[config.mk]
export PLATFORM = sky130hd
export DESIGN_NAME = calc_sequencer_flat
export DESIGN_NICKNAME = d
export VERILOG_FILES = /design/src/rtl/calc_pkg.sv /design/src/rtl/calc_if.sv /design/src/rtl/div_step.sv /design/src/rtl/calc_sequencer.sv /design/src/flat_wrapper.sv
export SDC_FILE = /design/constraint.sdc
export NUM_CORES = 1
export LEC_CHECK = 0
export ABC_AREA = 1
export ABC_CLOCK_PERIOD_IN_PS = 2100
export BUFFER_PORTS_ARGS = -buffer_cell sky130_fd_sc_hd__buf_2
export CORE_UTILIZATION = 45
export DETAILED_ROUTE_END_ITERATION = 12
export PLACE_DENSITY = 0.75
export SYNTH_ARGS = -nofsm -noshare
export SYNTH_HDL_FRONTEND = slang
export SYNTH_SLANG_ARGS = --single-unit
[constraint.sdc]
create_clock -name clk -period 2.1 [get_ports clk]
set_input_delay 0.315 -clock clk [delete_from_list [all_inputs] [get_ports clk]]
set_output_delay 0.315 -clock clk [all_outputs]
set_load 0.005 [all_outputs]
[src/rtl/calc_pkg.sv]
// Shared opcode, FSM-state and width definitions for the calculator sequencer.
package calc_pkg;

  localparam int unsigned N_DEFAULT = 4;
  localparam logic [7:0] DIV0_RESULT = 8'hFF;

  typedef enum logic [1:0] {
    OP_ADD = 2'b00,
    OP_SUB = 2'b01,
    OP_MUL = 2'b10,
    OP_DIV = 2'b11
  } op_e;

  typedef enum logic [1:0] {
    IDLE = 2'b00,
    EXEC = 2'b01,
    DONE = 2'b10
  } state_e;

endpackage

[src/rtl/calc_if.sv]
// Start/busy/done handshake plus operand and result bus of the calculator sequencer.
interface calc_if
  import calc_pkg::*;
#(
  parameter int unsigned N = N_DEFAULT
) ();

  logic             start;
  op_e              op;
  logic [N-1:0]     a;
  logic [N-1:0]     b;
  logic             busy;
  logic             done;
  logic             err;
  logic [2*N-1:0]   result;
  logic [2*N-1:0]   remainder;

  modport master (
    output start, op, a, b,
    input  busy, done, err, result, remainder
  );

  modport slave (
    input  start, op, a, b,
    output busy, done, err, result, remainder
  );

endinterface

[src/rtl/div_step.sv]
// One restoring-divide iteration: shift {A,Q} left, trial-subtract B, restore on borrow.
module div_step
  import calc_pkg::*;
#(
  parameter int unsigned N = N_DEFAULT
) (
  input  logic [N:0]   a_in,
  input  logic [N-1:0] q_in,
  input  logic [N-1:0] b,
  output logic [N:0]   a_out,
  output logic [N-1:0] q_out
);

  logic [N:0] shifted;
  logic [N:0] diff;

  // A stays below B between steps, so a_in[N] is always zero and may be dropped.
  always_comb begin
    shifted = {a_in[N-1:0], q_in[N-1]};
    diff    = shifted - {1'b0, b};
    if (diff[N]) begin
      a_out = shifted;
      q_out = {q_in[N-2:0], 1'b0};
    end else begin
      a_out = diff;
      q_out = {q_in[N-2:0], 1'b1};
    end
  end

endmodule

[src/rtl/calc_sequencer.sv]
// Handshaked multi-cycle add/sub/mul/div sequencer; mul and div run one iteration per cycle.
module calc_sequencer
  import calc_pkg::*;
#(
  parameter int unsigned N = N_DEFAULT
) (
  input logic  clk,
  input logic  rst,
  calc_if.slave bus
);

  localparam int unsigned W  = 2 * N;
  localparam int unsigned CW = (N > 1) ? $clog2(N) : 1;

  state_e        state_q, state_d;
  logic          req_q, req_d;
  op_e           req_op_q, req_op_d;
  logic [N-1:0]  req_a_q, req_a_d, req_b_q, req_b_d;
  op_e           op_q, op_d;
  logic [N-1:0]  a_q, a_d, b_q, b_d;
  logic [CW-1:0] cnt_q, cnt_d;
  logic [W-1:0]  acc_q, acc_d;
  logic [N:0]    rem_q, rem_d;
  logic [N-1:0]  quo_q, quo_d;
  logic          busy_q, busy_d, done_q, done_d, err_q, err_d;
  logic [W-1:0]  result_q, result_d, remainder_q, remainder_d;

  logic [N:0]    step_a;
  logic [N-1:0]  step_q;
  logic [W-1:0]  mul_term, acc_next;
  logic          last_iter;

  div_step #(.N(N)) u_div_step (
    .a_in  (rem_q),
    .q_in  (quo_q),
    .b     (b_q),
    .a_out (step_a),
    .q_out (step_q)
  );

  // Next-state, datapath and registered-output logic.
  always_comb begin
    state_d     = state_q;
    req_d       = bus.start && !busy_q && (state_q == IDLE);
    req_op_d    = bus.op;
    req_a_d     = bus.a;
    req_b_d     = bus.b;
    op_d        = op_q;
    a_d         = a_q;
    b_d         = b_q;
    cnt_d       = cnt_q;
    acc_d       = acc_q;
    rem_d       = rem_q;
    quo_d       = quo_q;
    busy_d      = busy_q;
    done_d      = 1'b0;
    err_d       = err_q;
    result_d    = result_q;
    remainder_d = remainder_q;

    mul_term  = b_q[cnt_q] ? (W'(a_q) << cnt_q) : '0;
    acc_next  = acc_q + mul_term;
    last_iter = (cnt_q == CW'(N - 1));

    unique case (state_q)
      IDLE: begin
        if (req_q) begin
          op_d   = req_op_q;
          a_d    = req_a_q;
          b_d    = req_b_q;
          cnt_d  = '0;
          acc_d  = '0;
          rem_d  = '0;
          quo_d  = req_a_q;
          busy_d = 1'b1;
          if (req_op_q == OP_DIV && req_b_q == '0) begin
            state_d     = DONE;
            done_d      = 1'b1;
            err_d       = 1'b1;
            result_d    = W'(DIV0_RESULT);
            remainder_d = '0;
          end else begin
            state_d = EXEC;
          end
        end
      end
      EXEC: begin
        unique case (op_q)
          OP_ADD, OP_SUB: begin
            result_d    = (op_q == OP_ADD) ? (W'(a_q) + W'(b_q)) : (W'(a_q) - W'(b_q));
            remainder_d = '0;
            err_d       = 1'b0;
            done_d      = 1'b1;
            state_d     = DONE;
          end
          OP_MUL: begin
            acc_d = acc_next;
            cnt_d = cnt_q + CW'(1);
            if (last_iter) begin
              result_d    = acc_next;
              remainder_d = '0;
              err_d       = 1'b0;
              done_d      = 1'b1;
              state_d     = DONE;
            end
          end
          OP_DIV: begin
            rem_d = step_a;
            quo_d = step_q;
            cnt_d = cnt_q + CW'(1);
            if (last_iter) begin
              result_d    = W'(step_q);
              remainder_d = W'(step_a[N-1:0]);
              err_d       = 1'b0;
              done_d      = 1'b1;
              state_d     = DONE;
            end
          end
          default: state_d = IDLE;
        endcase
      end
      DONE: begin
        busy_d  = 1'b0;
        state_d = IDLE;
      end
      default: begin
        busy_d  = 1'b0;
        state_d = IDLE;
      end
    endcase
  end

  always_ff @(posedge clk) begin
    if (rst) begin
      state_q     <= IDLE;
      req_q       <= 1'b0;
      req_op_q    <= OP_ADD;
      req_a_q     <= '0;
      req_b_q     <= '0;
      op_q        <= OP_ADD;
      a_q         <= '0;
      b_q         <= '0;
      cnt_q       <= '0;
      acc_q       <= '0;
      rem_q       <= '0;
      quo_q       <= '0;
      busy_q      <= 1'b0;
      done_q      <= 1'b0;
      err_q       <= 1'b0;
      result_q    <= '0;
      remainder_q <= '0;
    end else begin
      state_q     <= state_d;
      req_q       <= req_d;
      req_op_q    <= req_op_d;
      req_a_q     <= req_a_d;
      req_b_q     <= req_b_d;
      op_q        <= op_d;
      a_q         <= a_d;
      b_q         <= b_d;
      cnt_q       <= cnt_d;
      acc_q       <= acc_d;
      rem_q       <= rem_d;
      quo_q       <= quo_d;
      busy_q      <= busy_d;
      done_q      <= done_d;
      err_q       <= err_d;
      result_q    <= result_d;
      remainder_q <= remainder_d;
    end
  end

  assign bus.busy      = busy_q;
  assign bus.done      = done_q;
  assign bus.err       = err_q;
  assign bus.result    = result_q;
  assign bus.remainder = remainder_q;

endmodule

[src/flat_wrapper.sv]
// flat-port wrapper written by rule: the top's interface ports become plain ports
module calc_sequencer_flat import calc_pkg::*;
#(
  parameter int unsigned N = N_DEFAULT
)
  (clk, rst, bus_start, bus_op, bus_a, bus_b, bus_busy, bus_done, bus_err, bus_result, bus_remainder);
  calc_if #(.N(N)) bus_i ();
  input logic clk;
  input logic rst;
  input wire logic [$bits(bus_i.start)-1:0] bus_start;
  input wire logic [$bits(bus_i.op)-1:0] bus_op;
  input wire logic [$bits(bus_i.a)-1:0] bus_a;
  input wire logic [$bits(bus_i.b)-1:0] bus_b;
  output wire logic [$bits(bus_i.busy)-1:0] bus_busy;
  output wire logic [$bits(bus_i.done)-1:0] bus_done;
  output wire logic [$bits(bus_i.err)-1:0] bus_err;
  output wire logic [$bits(bus_i.result)-1:0] bus_result;
  output wire logic [$bits(bus_i.remainder)-1:0] bus_remainder;
  assign bus_i.start = bus_start;
  assign bus_i.op = bus_op;
  assign bus_i.a = bus_a;
  assign bus_i.b = bus_b;
  assign bus_busy = bus_i.busy;
  assign bus_done = bus_i.done;
  assign bus_err = bus_i.err;
  assign bus_result = bus_i.result;
  assign bus_remainder = bus_i.remainder;
  calc_sequencer #(.N(N)) u_core (.clk(clk), .rst(rst), .bus(bus_i));
endmodule
# ---- Word-level counts from Yosys, hierarchy flattened
# Cells that the tools add are included.
dict set report word_totals {
  ff_bits 60
  input_bits 13
  out_inout_bits 19
  elab_cells 104
}
dict set report classes {
  addsub 5
  n_lt_le_gt_ge 1
  eq_ne 14
  shift 1
  mux 47
  bitwise_logic 1
  reduce_logical 18
}
# cell count
set ops {}
lappend ops {{two-way mux 8 bit} 12}
lappend ops {{case mux 8 bit (2 select lines)} 3}
lappend ops {{case mux 8 bit (3 select lines)} 2}
lappend ops {{two-way mux 4 bit} 5}
lappend ops {{case mux 4 bit (2 select lines)} 2}
lappend ops {{case mux 2 bit (2 select lines)} 3}
lappend ops {{two-way mux 2 bit} 5}
lappend ops {{case mux 1 bit (2 select lines)} 5}
lappend ops {{two-way mux 1 bit} 9}
lappend ops {{inequality test 3 x 2 -> 1 bit (second input constant)} 3}
lappend ops {{AND reduction 3 bit} 3}
lappend ops {{adder 8 bit} 1}
lappend ops {{equality test 2 bit (second input constant)} 4}
lappend ops {{<< shifter 4 x 2 -> 8 bit} 1}
lappend ops {{inequality test 2 bit (second input constant)} 3}
lappend ops {{AND reduction 2 bit} 3}
lappend ops {{adder 4 x 4 -> 5 bit} 1}
lappend ops {{AND reduction 5 bit} 1}
lappend ops {{subtractor 4 x 4 -> 5 bit} 1}
lappend ops {{subtractor 5 x 4 -> 5 bit} 1}
lappend ops {{equality test 2 x 1 -> 1 bit (second input constant)} 2}
lappend ops {{zero test 2 bit} 2}
lappend ops {{zero test 4 bit} 1}
lappend ops {{inequality test 2 x 1 -> 1 bit (second input constant)} 2}
lappend ops {{9 further kinds} 12}

# ---- Longest topological paths before layout
# Gate-level depths: netlist (run 1).
dict set report depth {
  depth_word 7
  depth_mapped 15
  mapped_depth_nobuf 15
}

# ---- Hierarchy
# From an unflattened synthesis (run 1), not the netlist that was laid out.
dict set report hier_totals {
  cells_unflattened 439
  hier_area_um2 3179.3
}
# module instances cells_per_inst area_per_inst_um2
set by_module_without_submodules {}
lappend by_module_without_submodules {calc_sequencer 1 403 2957.8}
lappend by_module_without_submodules {div_step 1 36 221.5}

# ---- Least setup slack after synthesis (run 1)
# OpenSTA, ideal clock, no wires.
dict set report synth_path {
  kind {register -> register}
  from {register u_core.cnt_q[0]}
  to {register u_core.result_q[4], in the netlist u_core.bus.result[4]}
  setup_ps 115
  arrival_ps 1981
  setup_slack_ps 5
  path_stages_with_launch 15
  n_path_buf 0
  path_cell_list {dfxtp_1 inv_1 or2_2 o21a_1 nand2_1 o21ai_0 nand2_1 inv_1 ha_1 or2_2 a21o_1 nand2_1 nor2_1 nor2_1 nor2_1}
}
dict set report synth_between {
  elab_chain_len 7
  word_cells_on_any_way 12
  classes_between {add/sub (1); eq/ne (3); shift (1); mux (6); reduce/logical (1)}
}
# element line
set synth_lines {}
lappend synth_lines {{start: declaration} calc_sequencer.sv:21} ;# logic [CW-1:0] cnt_q, cnt_d;
lappend synth_lines {{start signal: assignment} calc_sequencer.sv:161} ;# cnt_q <= cnt_d;
lappend synth_lines {{binary-select mux 1 bit (select 2 bit)} calc_sequencer.sv:61} ;# mul_term = b_q[cnt_q] ? (W'(a_q) << cnt_q) : '0;
lappend synth_lines {{two-way mux 1 bit (not written as such)} calc_sequencer.sv:61}
lappend synth_lines {{two-way mux 8 bit} calc_sequencer.sv:61}
lappend synth_lines {{adder 8 bit} calc_sequencer.sv:62} ;# acc_next = acc_q + mul_term;
lappend synth_lines {{two-way mux 8 bit} calc_sequencer.sv:99} ;# if (last_iter) begin
lappend synth_lines {{case mux 8 bit (3 select lines)} calc_sequencer.sv:88} ;# unique case (op_q)
lappend synth_lines {{case mux 8 bit (2 select lines)} calc_sequencer.sv:65} ;# unique case (state_q)
lappend synth_lines {{end signal: assignment} calc_sequencer.sv:168} ;# result_q <= result_d;
lappend synth_lines {{end: declaration} calc_sequencer.sv:26} ;# logic [W-1:0] result_q, result_d, remainder_q, remainder_d;
# Several ways; a longest one is shown, not always the timed one. The select of a mux whose other input is x is not followed.
# A chain may end at the register's enable or synchronous reset.

# ---- Worst setup path after layout (run 1)
dict set report layout_path {
  from {register u_core.cnt_q[0]}
  to {register u_core.result_q[1], in the netlist u_core.bus.result[1]}
}
# Same word-level chain as after synthesis.

==> results of run 1 <==
per-stage QoR:
step           utilization, %  setup WS (ps)  hold WS, ps  TNS, ps
5_1_grt                  54.9          -11.9          191    -23.4
4_1_cts                  52.9           9.84          180        0
3_3_place_gp             51.3           9.47          428        0
6_report                 54.9           73.6          186        0
2_1_floorplan               -           4.64          422        0
3_5_place_dp             51.3          -58.5          446     -362
logic make-up (layout without fill, tap and decap cells):
| logic type | Yosys count | in the layout | share of synthesized area [%] |
|---|---|---|---|
| xor+xnor | 4 | 4 | 1.10 |
| buf+inv | 75 | 115 | 9.87 |
| other cells | 1 | 4 | 0.118 |
| flops | 56 | 56 | 35.2 |
| simple gates | 196 | 196 | 29.1 |
| fa+ha+maj | 24 | 24 | 10.4 |
| compound gates | 83 | 83 | 14.2 |
power by group:
part | switching [mW] | total, mW | internal (mW)
registers | 0.0348 | 1.15 | 1.11
clock network | 0.391 | 0.637 | 0.246
logic | 0.279 | 0.442 | 0.163
total | 0.705 | 2.23 | 1.52
cell usage after synthesis:
master	instances	area [sq um]
or2_2	2	12.5
ha_1	20	250
fa_1	4	80.1
inv_2	9	33.8
nand2_1	85	319
nand2_8	1	20.0
o21ai_0	26	130
buf_6	2	22.5
or2_4	1	8.76
nand4_1	1	6.26
nand2_4	2	22.5
xnor2_1	2	17.5
buf_1	1	3.75
conb_1	1	3.75
a21oi_1	40	200
xor2_1	2	17.5
a31oi_1	4	25.0
a41oi_1	1	8.76
nand3b_1	3	22.5
a21oi_2	1	8.76
o31ai_1	1	7.51
a22oi_1	1	7.51
nor2_1	43	161
nand2_2	5	31.3
nand3_2	1	10.0
o21bai_2	1	11.3
nor2_4	3	33.8
o21bai_1	3	22.5
nand3_1	44	220
dfxtp_1	56	1120
nand4_4	1	21.3
buf_4	4	30.0
a21o_1	1	7.51
nor2_8	1	20.0
o21a_1	1	7.51
o21ai_1	3	15.0
inv_4	1	6.26
clkbuf_1	6	22.5
inv_1	52	195
nor3_1	3	15.0
worst register-to-register path, stage by stage, from the launching register on:
cell and delay [ps]:
dfxtp_2 350, buf_6 140, a21oi_2 140, o21ai_2 90, nor2_1 110, ha_2 200, fa_2 450, nand2_1 80
o21ai_0 70, nor3_1 240, nor2_1 60
path summary, 6_finish.rpt:
check,endpoint,cells past startpoint
worst max-delay path,u_core.bus.result[1],10
worst max register to register,u_core.bus.result[1],10
worst min register to register,u_core.req_q,1
worst min-delay path,u_core.req_op_q[1],3
per-layer routing:
| layer | vias to the layer above | part of all wire [%] | GRT usage (%) |
|---|---|---|---|
| met1 | 1355 | 45 | 26.7 |
| li1 | 1499 | - | - |
| met4 | 0 | 2.4 | 9.24 |
| met5 | - | 0 | 0 |
| met3 | 13 | 2.8 | 3.18 |
| met2 | 62 | 49 | 35.6 |
flip-flops by register name, indices dropped and copies added (netlist names), 4 cells and up:
register              cells
u_core.a_q                4
u_core.acc_q              8
u_core.b_q                4
u_core.bus.remainder      4
u_core.bus.result         8
u_core.quo_q              4
u_core.rem_q              4
u_core.req_a_q            4
u_core.req_b_q            4
cell type report:
class	instances	area [sq um]
fill	650	3060
multi-input combinational	311	1880
sequential	56	1120
timing repair buffer	45	278
inverter	62	235
tap	96	120
clock buffer	5	68.8
clock inverter	3	27.5
repair_timing:
item / CTS / global route
setup buffers: 0 / 2
setup endpoints to repair: 10 / 12
pin swaps: 0 / 15
resized for setup: 4 / 32
==> results.py, run 1 <==
metrics = {
    "timing": {
        "post-route-period-util_pct": 96.5,
        "worst_slew_pin_slew_ps": 550,
        "slew_violations": 0,
        "rsz0062_at_grt": "true",
        "finalCriticalPeriod_ps": 2030,
        "max_freq_ghz": 0.493,
        "slew_headroom_pct": 63.3,
        "setup_viol": 0,
        "skew_ps": 11.0,
        "final-hold-violation-count": 0,
    },
    "clocking": {
        "htreeDepth": 2,
        "cts_sinks": 56,
        "clkTransAtPathRegs_ps": 110,
        "clockBufferDepth": 2,
        "numCtsBuffers": 5,
        "insertion_delay_ps": 320,
        "holdBufCountCts": 0,
        "cts_tree": "done",
        "root_buffer": "clkbuf_8",
    },
    "min_path": {
        "hp-class": "in2reg",
        "hold_start": "bus_op[1]",
    },
    "detailed_routing": {
        "ant_nets": 0,
        "first_pass_iters": 5,
        "num_vias": 2929,
        "drt-total-wl_mm": 7.25,
        "routed_via_density": 5.07,
        "avgRoutedWirePerCell_um": 12.5,
        "drtIter0Drc": 161,
        "drc_errors": 0,
    },
    "floorplanning": {
        "rows": 30,
        "coreArea_sq_um": 6790,
        "io_pins": 32,
        "initial_utilization_pct": 46.8,
        "dieArea_sq_um": 7410,
        "die_h_um": 86.1,
        "die_w_um": 86.1,
    },
    "final_layout": {
        "most-common-layout-cells": "82 x nand2_1, 54 x dfxtp_1, 51 x inv_1, 43 x nor2_1, 40 x nand3_1",
        "num_antenna_cells": 0,
        "final_common_cell": "nand2_1",
        "syn_to_final_growth_pct": 17.3,
        "stdcell_area_sq_um": 3730,
        "fin_cells": 578,
        "drive_gt1_share_pct": 22.2,
        "nNetsFinal": 518,
    },
    "worst_setup_path": {
        "r2r_start": "u_core.cnt_q[0]",
        "critical_path.max_fanout": 11,
        "cp_top_family": "adder cells",
        "crit_chain": "buf_6 > a21oi_2 > o21ai_2 > nor2_1 > ha_2 > fa_2 > nand2_1 > o21ai_0 > nor3_1 > nor2_1",
        "cp_common_cell": "nor2_1",
        "endpoint_kind": "flop",
        "max_stage_delay_ps": 450,
        "cp.arrival_ps": 2240,
        "cp-start-kind": "flop",
        "crit_type": "reg2reg",
        "required_ps": 2320,
        "path_buf_inv": 1,
        "crit_start": "u_core.cnt_q[0]",
        "r2r_setup_slack_ps": 70,
        "cp_slowest_cell": "fa_2",
    },
    "grt": {
        "grt-ovfl-total": 0,
        "antenna_found_initial": 0,
        "grt_max_degree": 36,
        "grt_pass1_wl_mm": 12.3,
        "first_global_vias": 2647,
        "grt_use_total_pct": 21.1,
    },
    "synth": {
        "syn_area_per_cell_sq_um": 7.24,
        "seq_area_frac_synth_pct": 35.2,
        "syn_inst": 439,
        "ys_ff_latch": 56,
        "syn_area_sq_um": 3180,
        "yosys_warnings": 0,
        "synth_cell_types": 40,
    },
    "power": {
        "vdd_drop_max_uv": 392,
        "powerDensity_nw_per_um2": 596,
        "finalPower_mw": 2.23,
        "leakage_nw": 1.77,
    },
    "placement": {
        "hpwl_mm": 5.51,
        "dp.cells": 568,
        "portBuffers": 27,
        "placed_cell_area_sq_um": 3490,
        "gp_congestion": 0.959,
    },
    "run": {
        "cap_violations": 0,
    },
    "outcome": {
        "status": "finished clean",
    },
}
No activity file was read; power rests on OpenSTA's default activity.
==> run 2: changes to the inputs <==
CTS_CLUSTER_SIZE = 14   (was default)
SYNTH_HIERARCHICAL = 1   (was default)
==> results.py, run 2 <==
metrics = {
    "grt": {
        "grt_max_degree": 29,
        "first_global_vias": 2678,
        "antenna_found_initial": 0,
        "grt_use_total_pct": 21.5,
        "grt_pass1_wl_mm": 12.4,
        "grt-ovfl-total": 0,
    },
    "synth": {
        "syn_inst": 435,
        "yosys_warnings": 6,
        "syn_area_per_cell_sq_um": 7.23,
        "syn_area_sq_um": 3150,
    },
    "detailed_routing": {
        "num_vias": 2967,
        "ant_nets": 0,
        "routed_via_density": 5.21,
        "avgRoutedWirePerCell_um": 13.7,
        "drt-total-wl_mm": 7.80,
        "first_pass_iters": 5,
        "drtIter0Drc": 175,
        "drc_errors": 0,
    },
    "clocking": {
        "numCtsBuffers": 5,
        "clkTransAtPathRegs_ps": 100,
        "cts_sinks": 56,
        "cts_tree": "done",
        "clockBufferDepth": 2,
        "htreeDepth": 2,
        "insertion_delay_ps": 310,
        "root_buffer": "clkbuf_8",
        "holdBufCountCts": 0,
    },
    "timing": {
        "setup_slack_ps": -21.1,
        "rsz0062_at_grt": "true",
        "worst_slew_pin_slew_ps": 726,
        "final-hold-violation-count": 0,
        "slew_violations": 0,
        "skew_ps": 11.1,
        "finalCriticalPeriod_ps": 2120,
        "slew_headroom_pct": 51.3,
        "post-route-period-util_pct": 101,
        "max_freq_ghz": 0.471,
        "setup_viol": 2,
    },
    "min_path": {
        "hold-path-endpoint": "u_core/req_a_q[0]",
        "holdPathStages": 3,
        "hp-class": "in2reg",
        "hold_start": "bus_a[0]",
    },
    "placement": {
        "hpwl_mm": 5.56,
        "portBuffers": 27,
        "pre_cts_slack_ps": -200,
        "placed_cell_area_sq_um": 3480,
        "gp_congestion": 0.871,
    },
    "worst_setup_path": {
        "crit_type": "reg2reg",
        "critical_path.max_fanout": 7,
        "path_buf_inv": 3,
        "max_stage_delay_ps": 350,
        "cp.arrival_ps": 2370,
        "crit_chain": "inv_2 > ha_4 > fa_2 > inv_2 > a21oi_2 > o21bai_1 > ha_1 > inv_2 > nand2_1 > o21ai_0 > nand3_1 > a21oi_1",
        "cp_common_cell": "inv_2",
        "r2r_setup_slack_ps": -20,
        "cp_top_family": "adder cells",
        "rr_worst_depth": 12,
        "r2r-end": "u_core/rem_q[1]",
        "r2r_start": "u_core/quo_q[3]",
        "cp_slowest_cell": "dfxtp_2",
        "endpoint_kind": "flop",
        "cp-start-kind": "flop",
        "required_ps": 2350,
    },
    "final_layout": {
        "nNetsFinal": 526,
        "final_common_cell": "nand2_1",
        "stdcell_area_sq_um": 3860,
        "final_util_pct": 57.1,
        "num_antenna_cells": 0,
        "drive_gt1_share_pct": 28.0,
        "most-common-layout-cells": "81 x nand2_1, 53 x inv_1, 50 x dfxtp_1, 47 x nor2_1, 31 x buf_4",
        "syn_to_final_growth_pct": 22.6,
        "fillers": 609,
    },
    "power": {
        "powerDensity_nw_per_um2": 584,
        "vdd_drop_max_uv": 405,
        "leakage_nw": 1.77,
        "finalPower_mw": 2.25,
    },
    "floorplanning": {
        "die_w_um": 85.6,
        "io_pins": 32,
        "initial_utilization_pct": 46.6,
        "coreArea_sq_um": 6760,
        "dieArea_sq_um": 7330,
        "rows": 30,
        "die_h_um": 85.6,
    },
    "outcome": {
        "violations": "negative setup slack",
        "status": "finished, violations left",
    },
    "run": {
        "cap_violations": 0,
    },
}
-- run 2: cell count changes in the layout (fill, tap and decap cells not counted), moves of 3 or more --
cell     change
o21ai_2      +4
buf_4       +15
nand3_1     -14
dfxtp_1      -4
nand2_2      -5
o21ai_4      +4
nor2_1       +4
a21oi_1      -8
nor2_2       +3
-- run 2: report_power, final --
group / internal [mW] / switching [mW] / total (mW) / leakage, nW
clock network: 0.268 / 0.352 / 0.620 / 0.0434
registers: 1.11 / 0.0451 / 1.16 / 0.460
logic: 0.187 / 0.287 / 0.474 / 1.27
total: 1.57 / 0.685 / 2.25 / 1.77
-- run 2: how the worst max path moves through the flow --
stage	startpoint	to	slack, ps	cells after the start
after floorplan	u_core/cnt_q[0]	u_core/bus.result[4]	20	12
after global placement	u_core/cnt_q[0]	u_core/bus.result[5]	-90	12
after detailed placement	u_core/cnt_q[0]	u_core/bus.result[6]	-200	10
after CTS	u_core/b_q[1]	u_core/bus.result[6]	1	12
after global routing	u_core/quo_q[3]	u_core/bus.remainder[1]	-120	12
final	u_core/quo_q[3]	u_core/rem_q[1]	-20	12
-- run 2: layer usage --
layer / vias up / routed length, um / global-route usage (%)
met4: 0 / 189 / 7.12
met2: 95 / 3740 / 34.8
met5: - / 0 / 0
met1: 1364 / 3520 / 29.1
li1: 1490 / - / -
met3: 18 / 352 / 3.66
-- run 2: tightest hold or removal path, stage by stage --
cell,delay [ps]
buf_2,90
inv_1,40
nor2_1,30
-- run 2: area by class of cell --
cell class,count,area (sq um),area share (%)
multi-input combinational,298,1890,48.9
inverter,68,259,6.71
tap,80,100,2.59
timing repair buffer,59,379,9.83
sequential,56,1130,29.4
clock inverter,2,15.0,0.389
clock buffer,6,82.6,2.14
-- run 2: what timing repair did --
item	4_1_cts	5_1_grt
resized for setup	14	56
endpoints found under the setup margin	21	22
pin swaps	4	18
setup buffers	1	7
-- run 2: through the flow --
stage | instances | setup TNS [ps] | hold slack [ps]
after floorplan | 438 | 0 | 418
after global placement | 553 | -646 | 433
after detailed placement | 553 | -2200 | 441
after CTS | 562 | 0 | 192
after global routing | 569 | -1240 | 192
final | 569 | -32.0 | 196
==> run 3: changes to the inputs <==
ABC_CLOCK_PERIOD_IN_PS = 2500   (was 2100)
PLACE_DENSITY = 0.73   (was 0.75)
REMOVE_ABC_BUFFERS = 1   (was default)
clock period = 2.5 ns   (was 2.1 ns; I/O delays follow)
==> results.py, run 3 (synthesis gave the netlist of run 2 again) <==
metrics = {
    "outcome": {
        "status": "finished, violations left",
        "violations": "design-rule violations",
    },
    "floorplanning": {
        "initial_utilization_pct": 46.6,
        "coreArea_sq_um": 6760,
        "rows": 30,
        "die_h_um": 85.6,
        "dieArea_sq_um": 7330,
        "die_w_um": 85.6,
        "io_pins": 32,
    },
    "grt": {
        "grt_pass1_wl_mm": 11.7,
        "grt_max_degree": 29,
        "grt-ovfl-total": 0,
        "antenna_found_initial": 0,
        "grt_use_total_pct": 20.1,
        "first_global_vias": 2593,
    },
    "detailed_routing": {
        "avgRoutedWirePerCell_um": 13.0,
        "drc_errors": 1,
        "first_pass_iters": 8,
        "routed_via_density": 5.17,
        "num_vias": 2790,
        "drt-total-wl_mm": 6.99,
        "ant_nets": 0,
        "drtIter0Drc": 128,
    },
    "placement": {
        "gp_congestion": 0.904,
        "pre_cts_slack_ps": 165,
        "portBuffers": 27,
        "hpwl_mm": 5.30,
    },
    "timing": {
        "worst_slew_pin_slew_ps": 788,
        "slew_headroom_pct": 47.1,
        "final-hold-violation-count": 0,
        "rsz0062_at_grt": "false",
        "setup_slack_ps": 250,
        "finalCriticalPeriod_ps": 2250,
        "setup_viol": 0,
        "setup_tns_ps": 0,
        "slew_violations": 0,
        "skew_ps": 9.04,
        "fin_hold_ws_ps": 251,
        "max_freq_ghz": 0.444,
        "post-route-period-util_pct": 90.0,
    },
    "worst_setup_path": {
        "cp.arrival_ps": 2450,
        "endpoint_kind": "flop",
        "r2r_start": "u_core/quo_q[3]",
        "rr_worst_depth": 13,
        "r2r_setup_slack_ps": 250,
        "crit_start": "u_core/quo_q[3]",
        "crit_type": "reg2reg",
        "r2r-end": "u_core/rem_q[2]",
        "critical_path.max_fanout": 7,
        "cp-start-kind": "flop",
        "required_ps": 2700,
    },
    "power": {
        "seqPwrFrac_pct": 54.2,
        "power_frac_clock_pct": 28.4,
        "powerDensity_nw_per_um2": 525,
        "switching_power_uw": 549,
        "leakage_nw": 1.61,
        "vdd_drop_max_uv": 225,
        "switching_share_pct": 30.6,
        "p_comb_share_pct": 17.4,
        "p_int_mw": 1.24,
    },
    "clocking": {
        "clockBufferDepth": 2,
        "root_buffer": "clkbuf_8",
        "cts_sinks": 56,
        "insertion_delay_ps": 320,
        "numCtsBuffers": 5,
        "cts_tree": "done",
        "htreeDepth": 2,
        "clkTransAtPathRegs_ps": 110,
    },
    "final_layout": {
        "fillers": 679,
        "syn_to_final_growth_pct": 8.59,
        "final_common_cell": "nand2_1",
        "most-common-layout-cells": "84 x nand2_1, 60 x inv_1, 54 x dfxtp_1, 50 x nor2_1, 35 x a21oi_1",
        "num_antenna_cells": 0,
        "nNetsFinal": 497,
        "drive_gt1_share_pct": 13.5,
    },
    "min_path": {
        "hp-class": "in2reg",
        "holdPathStages": 3,
        "hold-path-endpoint": "u_core/req_b_q[0]",
        "hold_start": "bus_b[0]",
    },
    "run": {
        "cap_violations": 0,
    },
}
[run 3: cell types whose count changed in the layout (fill, tap and decap cells not counted), moves of 4 or more]
| cell | previous run | this run |
|---|---|---|
| ha_1 | 16 | 21 |
| a21oi_2 | 7 | 0 |
| a21oi_1 | 26 | 35 |
| o21ai_0 | 19 | 29 |
| buf_4 | 31 | 3 |
| nand3_1 | 26 | 31 |
| ha_4 | 4 | 0 |
| inv_1 | 53 | 60 |
| nand3_2 | 5 | 0 |
| inv_2 | 12 | 5 |
| dfxtp_1 | 50 | 54 |
| o21ai_1 | 8 | 3 |
[run 3: routing by layer]
layer	part of all wire, %	up-vias	track usage [%]
li1	-	1425	-
met1	49	1287	25.6
met2	46	72	35.4
met3	3.9	6	3.56
met4	0.90	0	4.55
met5	0	-	0
[run 3: what timing repair did]
action	4_1_cts	5_1_grt
hold buffers	0	0
gates resized for setup	0	3
setup endpoints to repair	0	7
buffers inserted	0	0
[run 3: cell type report]
class / count / area [sq um] / area share, %
clock buffers: 5 / 68.8 / 2.01
inverters: 68 / 259 / 7.58
repair buffers: 30 / 158 / 4.62
flip-flops and latches: 56 / 1120 / 32.9
clock inverters: 3 / 21.3 / 0.623
multi-input cells: 298 / 1690 / 49.3
well taps: 80 / 100 / 2.93
[run 3: worst max-delay path, stage by stage, from the launching register on]
cell and delay, ps:
dfxtp_1 360, inv_1 50, ha_1 200, fa_1 360, inv_1 90, a21oi_1 70, o21bai_1 140, ha_1 280
inv_1 170, a21oi_1 50, o21ai_0 80, nand2_1 70, nand3_1 130, a21oi_1 90
[run 3: how the worst max path moves through the flow]
stage / slack, ps / cells past startpoint / endpoint
2_1_floorplan: 300 / 13 / u_core/bus.result[4]
3_3_place_gp: 270 / 11 / u_core/bus.result[4]
3_5_place_dp: 170 / 11 / u_core/bus.result[4]
4_1_cts: 160 / 11 / u_core/bus.result[4]
5_1_grt: 30 / 13 / u_core/bus.result[7]
6_report: 250 / 13 / u_core/rem_q[2]
[run 3: power groups by stage]
stage	Combinational (mW)	Clock, mW	Sequential (mW)
final	0.312	0.510	0.972
after global routing	0.358	0.558	0.978
after CTS	0.309	0.524	0.972
after detailed placement	0.307	0	0.992
after global placement	0.303	0	0.991
after floorplan	0.215	0	0.984
[run 3: stage by stage]
stage / cells / utilization, % / instance area [sq um] / total power, mW
after floorplan: 422 / - / 3070 / 1.20
after global placement: 532 / 49.2 / 3320 / 1.29
after detailed placement: 532 / 49.2 / 3320 / 1.30
after CTS: 540 / 50.5 / 3410 / 1.81
after global routing: 540 / 50.6 / 3420 / 1.89
final: 540 / 50.6 / 3420 / 1.79
